[src/rtl/i2s_if.sv]
// I2S master/slave link: stereo sample handoff plus the four serial bus wires.
interface i2s_if #(
  parameter int unsigned DATA_BITS = 16
);
  logic signed [DATA_BITS-1:0] in_l;
  logic signed [DATA_BITS-1:0] in_r;
  logic signed [DATA_BITS-1:0] out_l;
  logic signed [DATA_BITS-1:0] out_r;
  logic                        sampled;
  logic                        i2s_sclk;
  logic                        i2s_lrclk;
  logic                        i2s_sdout;
  logic                        i2s_sdin;

  modport master (
    input  in_l, in_r, i2s_sdin,
    output out_l, out_r, sampled, i2s_sclk, i2s_lrclk, i2s_sdout
  );

  modport slave (
    output in_l, in_r, i2s_sdin,
    input  out_l, out_r, sampled, i2s_sclk, i2s_lrclk, i2s_sdout
  );
endinterface

[src/rtl/i2s_master.sv]
// I2S bus master: divides sys_clk into sclk/lrclk, shifts a stereo pair out
// in Philips format and captures the returning pair, one frame per strobe.
module i2s_master #(
  parameter int unsigned CLK_DIV   = 16,
  parameter int unsigned SLOT_BITS = 32,
  parameter int unsigned DATA_BITS = 16
) (
  input logic    sys_clk,
  input logic    rst,
  i2s_if.master  bus
);
  localparam int unsigned DIV_W = $clog2(CLK_DIV);
  localparam int unsigned BIT_W = $clog2(2 * SLOT_BITS);
  localparam int unsigned IDX_W = (DATA_BITS > 1) ? $clog2(DATA_BITS) : 1;

  localparam logic [DIV_W-1:0] DIV_RISE = DIV_W'(CLK_DIV / 2 - 1);
  localparam logic [DIV_W-1:0] DIV_LAST = DIV_W'(CLK_DIV - 1);
  localparam logic [BIT_W-1:0] BIT_LAST = BIT_W'(2 * SLOT_BITS - 1);
  localparam logic [BIT_W-1:0] SLOT_N   = BIT_W'(SLOT_BITS);
  localparam logic [BIT_W-1:0] DATA_N   = BIT_W'(DATA_BITS);
  localparam logic [BIT_W-1:0] ONE_B    = BIT_W'(1);

  logic [DIV_W-1:0]     div_cnt;
  logic [BIT_W-1:0]     bit_cnt;
  logic [DATA_BITS-1:0] tx_l, tx_r, rx_l, rx_r;

  logic                 rise_c, fall_c, frame_end_c;
  logic                 lr_nxt_c, sd_nxt_c, rx_en_c;
  logic [BIT_W-1:0]     bit_nxt_c, slot_nxt_c, slot_cur_c;
  logic [IDX_W-1:0]     tx_idx_c, rx_idx_c;
  logic [DATA_BITS-1:0] tx_word_c;

  // Edge decode and the serial bit that goes out on the coming falling edge
  always_comb begin
    rise_c      = (div_cnt == DIV_RISE);
    fall_c      = (div_cnt == DIV_LAST);
    frame_end_c = fall_c && (bit_cnt == BIT_LAST);
    bit_nxt_c   = (bit_cnt == BIT_LAST) ? '0 : bit_cnt + ONE_B;
    lr_nxt_c    = (bit_nxt_c >= SLOT_N);
    slot_nxt_c  = lr_nxt_c ? bit_nxt_c - SLOT_N : bit_nxt_c;
    slot_cur_c  = (bit_cnt >= SLOT_N) ? bit_cnt - SLOT_N : bit_cnt;
    tx_word_c   = lr_nxt_c ? tx_r : tx_l;
    tx_idx_c    = IDX_W'(DATA_N - slot_nxt_c);
    rx_idx_c    = IDX_W'(DATA_N - slot_cur_c);
    sd_nxt_c    = 1'b0;
    if (slot_nxt_c >= ONE_B && slot_nxt_c <= DATA_N) begin
      sd_nxt_c = tx_word_c[tx_idx_c];
    end
    rx_en_c     = rise_c && (slot_cur_c >= ONE_B) && (slot_cur_c <= DATA_N);
  end

  // Counters, bus pins and the per-frame sample handoff
  always_ff @(posedge sys_clk) begin
    if (rst) begin
      div_cnt       <= '0;
      bit_cnt       <= '0;
      tx_l          <= '0;
      tx_r          <= '0;
      rx_l          <= '0;
      rx_r          <= '0;
      bus.out_l     <= '0;
      bus.out_r     <= '0;
      bus.sampled   <= 1'b0;
      bus.i2s_sclk  <= 1'b0;
      bus.i2s_lrclk <= 1'b0;
      bus.i2s_sdout <= 1'b0;
    end else begin
      bus.sampled <= 1'b0;
      div_cnt     <= fall_c ? '0 : div_cnt + DIV_W'(1);
      if (rise_c) begin
        bus.i2s_sclk <= 1'b1;
      end
      if (rx_en_c) begin
        if (bus.i2s_lrclk) rx_r[rx_idx_c] <= bus.i2s_sdin;
        else               rx_l[rx_idx_c] <= bus.i2s_sdin;
      end
      if (fall_c) begin
        bus.i2s_sclk  <= 1'b0;
        bit_cnt       <= bit_nxt_c;
        bus.i2s_lrclk <= lr_nxt_c;
        bus.i2s_sdout <= sd_nxt_c;
      end
      // The new frame starts in slot 0, so sdout never sees the freshly loaded tx
      if (frame_end_c) begin
        tx_l        <= bus.in_l;
        tx_r        <= bus.in_r;
        bus.out_l   <= rx_l;
        bus.out_r   <= rx_r;
        bus.sampled <= 1'b1;
      end
    end
  end
endmodule

[src/flat_wrapper.sv]
// flat-port wrapper written by rule: the top's interface ports become plain ports
module i2s_master_flat 
#(
  parameter int unsigned CLK_DIV   = 16,
  parameter int unsigned SLOT_BITS = 32,
  parameter int unsigned DATA_BITS = 16
)
  (sys_clk, rst, bus_in_l, bus_in_r, bus_i2s_sdin, bus_out_l, bus_out_r, bus_sampled, bus_i2s_sclk, bus_i2s_lrclk, bus_i2s_sdout);
  i2s_if #(.DATA_BITS(DATA_BITS)) bus_i ();
  input logic sys_clk;
  input logic rst;
  input wire logic [$bits(bus_i.in_l)-1:0] bus_in_l;
  input wire logic [$bits(bus_i.in_r)-1:0] bus_in_r;
  input wire logic [$bits(bus_i.i2s_sdin)-1:0] bus_i2s_sdin;
  output wire logic [$bits(bus_i.out_l)-1:0] bus_out_l;
  output wire logic [$bits(bus_i.out_r)-1:0] bus_out_r;
  output wire logic [$bits(bus_i.sampled)-1:0] bus_sampled;
  output wire logic [$bits(bus_i.i2s_sclk)-1:0] bus_i2s_sclk;
  output wire logic [$bits(bus_i.i2s_lrclk)-1:0] bus_i2s_lrclk;
  output wire logic [$bits(bus_i.i2s_sdout)-1:0] bus_i2s_sdout;
  assign bus_i.in_l = bus_in_l;
  assign bus_i.in_r = bus_in_r;
  assign bus_i.i2s_sdin = bus_i2s_sdin;
  assign bus_out_l = bus_i.out_l;
  assign bus_out_r = bus_i.out_r;
  assign bus_sampled = bus_i.sampled;
  assign bus_i2s_sclk = bus_i.i2s_sclk;
  assign bus_i2s_lrclk = bus_i.i2s_lrclk;
  assign bus_i2s_sdout = bus_i.i2s_sdout;
  i2s_master #(.CLK_DIV(CLK_DIV), .SLOT_BITS(SLOT_BITS), .DATA_BITS(DATA_BITS)) u_core (.sys_clk(sys_clk), .rst(rst), .bus(bus_i));
endmodule
[config.mk]
export PLATFORM = sky130hd
export DESIGN_NAME = i2s_master_flat
export DESIGN_NICKNAME = d
export VERILOG_FILES = /design/src/rtl/i2s_if.sv /design/src/rtl/i2s_master.sv /design/src/flat_wrapper.sv
export SDC_FILE = /design/constraint.sdc
export NUM_CORES = 1
export LEC_CHECK = 0
export CELL_PAD_IN_SITES_DETAIL_PLACEMENT = 1
export CELL_PAD_IN_SITES_GLOBAL_PLACEMENT = 1
export CORE_UTILIZATION = 40
export DETAILED_ROUTE_END_ITERATION = 7
export PLACE_DENSITY = 0.77
export SLEW_MARGIN = 10
export SYNTH_ARGS = -nofsm -noshare
export SYNTH_HDL_FRONTEND = slang
export SYNTH_SLANG_ARGS = --single-unit
[constraint.sdc]
create_clock -name sys_clk -period 3.5 [get_ports sys_clk]
set_input_delay 0.875 -clock sys_clk [delete_from_list [all_inputs] [get_ports sys_clk]]
set_output_delay 0.875 -clock sys_clk [all_outputs]
set_load 0.01 [all_outputs]
# Word-level counts from Yosys, hierarchy flattened
# Cells that the tools add are included.
# word_totals
input_bits,35
out_inout_bits,36
ff_bits,110
wordCells,51
# op_classes
n_reduce_logical,8
addsub,6
n_lt_le_gt_ge,9
n_eq_ne,3
n_bitwise,1
mux,12
# ops
operator,n
16-bit bitwise mux,2
6-bit two-way mux,3
16-bit two-way mux,1
6-bit by 1-bit >= comparator with 1-bit output (second input constant),2
6-bit >= comparator (second input constant),2
6-bit by 5-bit less-or-equal comparator with 1-bit output (second input constant),2
6-bit subtractor (second input constant),2
4-bit by 5-bit less-than comparator with 1-bit output (second input constant),2
1-bit by 4-bit subtractor with 4-bit output (first input constant),2
6-bit by 1-bit adder with 6-bit output (second input constant),1
6-bit == test (second input constant),1
1-bit logical AND,5
4-bit by 1-bit adder with 4-bit output (second input constant),1
1-bit binary-select mux with 4-bit select,1
1-bit demux with 4-bit select,1
4-bit by 3-bit == test with 1-bit output (second input constant),1
4-bit == test (second input constant),1
4-bit by 1-bit >= comparator with 1-bit output (second input constant),1
1-bit two-way mux,4
2-bit AND reduction,2
2-bit OR reduction,1
1-bit inverter,1

# Depth between registers and ports, before layout
# depth
depth_word,8
depth_mapped,12
depth_no_buf,9

# Worst setup path after synthesis
# No wires, ideal clock.
# synth_path
path_type,register to register
from,register u_core.bit_cnt[0]
to,register u_core.rx_r[10]
synth_period_minus_slack_ns,2.195
stages_incl_launch_ff,13
arrival_ns,2.067
path_slack_ns,1.305
required_time_ns,3.372
path_cell_list,dfxtp_1 buf_4 inv_1 ha_1 buf_2 and2b_1 a21bo_2 and4_1 clkbuf_1 nand2_1 nor2_1 mux2i_1 nor2_1
# synth_via
elab_chain_cells,8
# synth_lines
item,line_no,rtl
from (decl),i2s_master.sv:24,logic [BIT_W-1:0] bit_cnt;
from (signal assigned),i2s_master.sv:79,bit_cnt <= bit_nxt_c;
6-bit subtractor / 6-bit >= comparator (equally long branches),i2s_master.sv:41,slot_cur_c = (bit_cnt >= SLOT_N) ? bit_cnt - SLOT_N : bit_cnt;
6-bit two-way mux (*),i2s_master.sv:41,
1-bit by 4-bit subtractor with 4-bit output,i2s_master.sv:44,rx_idx_c = IDX_W'(DATA_N - slot_cur_c);
4-bit by 5-bit less-than comparator with 1-bit output (not written as such) / 4-bit by 1-bit >= comparator with 1-bit output (equally long branches),i2s_master.sv:74,if (bus.i2s_lrclk) rx_r[rx_idx_c] <= bus.i2s_sdin;
1-bit logical AND (not written as such),i2s_master.sv:74,
1-bit two-way mux (not written as such),i2s_master.sv:74,
1-bit demux with 4-bit select,n/a,
16-bit bitwise mux,i2s_master.sv:74,
"to (signal, indexed assignment)",i2s_master.sv:74,
to (decl),i2s_master.sv:25,"logic [DATA_BITS-1:0] tx_l, tx_r, rx_l, rx_r;"
# Mark *: on every way between the ends. The rest lies on a longest branch, timed or not.
# A chain may end at the register's enable or synchronous reset.

# Worst setup path in the final report
# layout_path
from,register u_core.bit_cnt[0]
to,register u_core.bus.i2s_sdout
# layout_via
elab_chain_cells,8
# layout_lines
item,line_no,rtl
6-bit by 1-bit adder with 6-bit output / 6-bit == test (equally long branches),i2s_master.sv:38,bit_nxt_c = (bit_cnt == BIT_LAST) ? '0 : bit_cnt + ONE_B;
6-bit two-way mux (*),i2s_master.sv:38,
6-bit subtractor / 6-bit >= comparator (equally long branches),"i2s_master.sv:40, i2s_master.sv:39",
6-bit two-way mux,i2s_master.sv:40,slot_nxt_c = lr_nxt_c ? bit_nxt_c - SLOT_N : bit_nxt_c;
1-bit by 4-bit subtractor with 4-bit output,i2s_master.sv:43,tx_idx_c = IDX_W'(DATA_N - slot_nxt_c);
1-bit binary-select mux with 4-bit select,i2s_master.sv:47,sd_nxt_c = tx_word_c[tx_idx_c];
1-bit two-way mux (not written as such),i2s_master.sv:47,
1-bit two-way mux (*),i2s_master.sv:46,if (slot_nxt_c >= ONE_B && slot_nxt_c <= DATA_N) begin
to (signal assigned),i2s_master.sv:81,bus.i2s_sdout <= sd_nxt_c;
to (decl),i2s_if.sv:17,"output out_l, out_r, sampled, i2s_sclk, i2s_lrclk, i2s_sdout"
# Mark *: on every way between the ends. The rest lies on a longest branch, timed or not. The select of a mux whose other input is x is not followed.

==> results.toml <==
[cells_and_area]
layout-drive-gt1-share_pct = 5.61
stdcell_area_mm2 = 0.00580
fillers = 1428
layout.nets = 697
postLayoutCoreUtil_pct = 50.3
fin_cells = 803
diodes = 0
syn_to_final_growth_pct = 21.2

[critical_path]
crit_chain = "ha_1 -> and4_4 -> a21oi_1 -> nand2_1 -> o221ai_1 -> a211oi_1 -> a211o_1 -> o211a_1"
critPathCaptureType = "flip-flop"
cp.arrival_ps = 2950
r2r_cells = 8
slowest_stage = "a21oi_1"
max_stage_delay_ps = 690
path_class = "reg2reg"
critPathRequiredTime_ps = 3760
crit_family = "compound AO/OA/AOI/OAI gates"
cp-start-kind = "flip-flop"
cp_num_buf_inv = 0
cp.depth = 8
crit_fanout = 12

[timing]
period_share_pct = 76.8
tightest_slew_ps = 869
finalSetupTns_ps = 0
period_needed_ps = 2690
finalSetupViolations = 0
max_freq_mhz = 372
hold_viol = 0
rsz0062_at_grt = "no"
slew_viol_final = 0
fin_skew_ps = 12.2
slew_headroom_pct = 42.0

[clock_network]
htree_levels = 3
postCtsResizedCells = 0
numClockSinks = 109
cts_setup_buffers = 0
cts_tree = "yes"
cts_hold_buf = 0
path_clk_slew_ps = 80
clkLatencyLatePin_ps = 360
numCtsBuffers = 9
cts-root-buf = "clkbuf_16"
cts_buffer_depth = 2

[detailed_routing]
dr.pass1.iters = 6
drt_iter0_markers = 175
ant_nets = 0
drc = 6
vias_per_cell = 5.37
post_drt_wl_per_cell_um = 15.3
drt-total-wl_mm = 12.3
num_vias = 4312

[floorplanning]
core_mm2 = 0.0115
die_w_um = 111
die_h_um = 111
floorplan.rows = 39
design.die.area_mm2 = 0.0124
initial_core_util_pct = 41.5
ios = 71

[placement]
io_buffers = 70
place_inst = 787
hpwl_mm = 8.67
globalplace.congestion = 0.800
dpl_cell_area_mm2 = 0.00550

[synth]
ys_ff_latch = 109
yosysWarnings = 0
postSynthAreaPerCell_um2 = 7.81
synth_largest_area_cell = "dfxtp_1"
synthCells = 612
syn_nets = 654
synth.distinct_cells = 55
syn-cell-area_mm2 = 0.00478
synth_top_area_share_pct = 45.6
synth_edf_count = 0
synthFlopType = "dfxtp_1"
seq_area_frac_synth_pct = 45.6
synth_area_leaders = "dfxtp_1, nand2_1, a21oi_1"
async_flop_share_pct = 0

[status]
violations = "DRC"
outcome = "finished with violations"

[global_route]
antenna_found_initial = 0
grt_pass1_vias = 4336
grt_pass1_wl_mm = 21.2
grt_overflow_total = 0
grt_use_total_pct = 21.2
grt_max_degree = 66

[power_and_ir_drop]
power_density_mw_per_mm2 = 404
p_seq_share_pct = 53.2
totalPowerFinal_mw = 2.34
combPwrFrac_pct = 3.1
p_sw_share_pct = 23.5
switching_power_mw = 0.552
p_clk_share_pct = 43.7
power_leakage_nw = 1.93
vdd_drop_max_mv = 0.217
p_int_mw = 1.79

[hold_path]
holdPathStages = 2
min_path_type = "reg2reg"

[flow_run]
cap_violations = 0
## worst register-to-register path: stages, from the launching register on
cell and delay (ps):
dfxtp_1 420, ha_1 320, and4_4 230, a21oi_1 690, nand2_1 190, o221ai_1 250
a211oi_1 120, a211o_1 250, o211a_1 120
## per-layer routing
metal | track usage [%] | up-vias | part of all wire, %
met3 | 3.21 | 16 | 2.9
met4 | 8.65 | 0 | 1.8
met2 | 34.2 | 68 | 46
li1 | - | 2149 | -
met5 | 0 | - | 0
met1 | 28.6 | 2079 | 49
## registers in the layout, summed over array words and instances, names as in the netlist, 4 cells and up
name / flops
u_core.bus.out_l: 16
u_core.bus.out_r: 16
u_core.rx_l: 16
u_core.rx_r: 16
u_core.tx_l: 16
u_core.tx_r: 16
u_core.bit_cnt: 6
u_core.div_cnt: 4
## cell type report
class | count | area (um^2) | share of cell area, %
clock buffers | 9 | 225 | 3.89
flip-flops and latches | 109 | 2180 | 37.6
inverters | 6 | 22.5 | 0.389
well taps | 143 | 179 | 3.09
repair buffers | 77 | 751 | 13.0
multi-input cells | 452 | 2360 | 40.8
clock inverters | 7 | 73.8 | 1.27
## through the flow
stage / setup slack [ps] / hold slack (ps)
CTS: 827 / 453
floorplan: 1310 / 428
global route: 607 / 469
detailed placement: 857 / 449
finish: 812 / 450
global placement: 993 / 442
## placed cells by master, fill, tap and decap left out, drive strengths merged, types with 9 or more instances in the layout
cell type and count:
a21oi 98, nor2 47, nand2 179, mux2i 15, dfxtp 109, o21ai 26
clkbuf 9, inv 12, nand3 15, clkdlybuf4s50 69
## Yosys cell counts, drive strengths merged, types with 3 or more instances
cell type,number
a21oi,98
nand4,3
o41ai,3
and4,3
and3,3
xor2,4
xnor2,5
nor2,47
inv,6
a2111oi,3
nand3,15
a211oi,3
a31oi,3
buf,17
clkbuf,28
mux2i,15
dfxtp,109
ha,7
nand2,179
o21ai,26
nor3,6
## final timing paths
kind              slack, ps               from                    to
setup / recovery        810  u_core.bit_cnt[0]  u_core.bus.i2s_sdout
hold / removal          450     u_core.rx_l[2]   u_core.bus.out_l[2]
setup reg to reg        810  u_core.bit_cnt[0]  u_core.bus.i2s_sdout
hold reg to reg         450     u_core.rx_l[2]   u_core.bus.out_l[2]
## logic make-up after synthesis
family,share of synthesized area (%)
simple gates,24.1
fa+ha+maj,1.83
compound gates,18.1
buf+inv,4.97
mux,3.69
xor+xnor,1.65
flops,45.6
## power groups by stage
stage	clock network [mW]	logic (mW)	registers, mW
after CTS	1.05	0.0738	1.25
after detailed placement	0	0.0736	1.27
final	1.02	0.0731	1.25
after global placement	0	0.0728	1.27
after floorplan	0	0.0270	1.27
after global routing	1.10	0.0797	1.25
No activity file was read; power rests on OpenSTA's default activity.
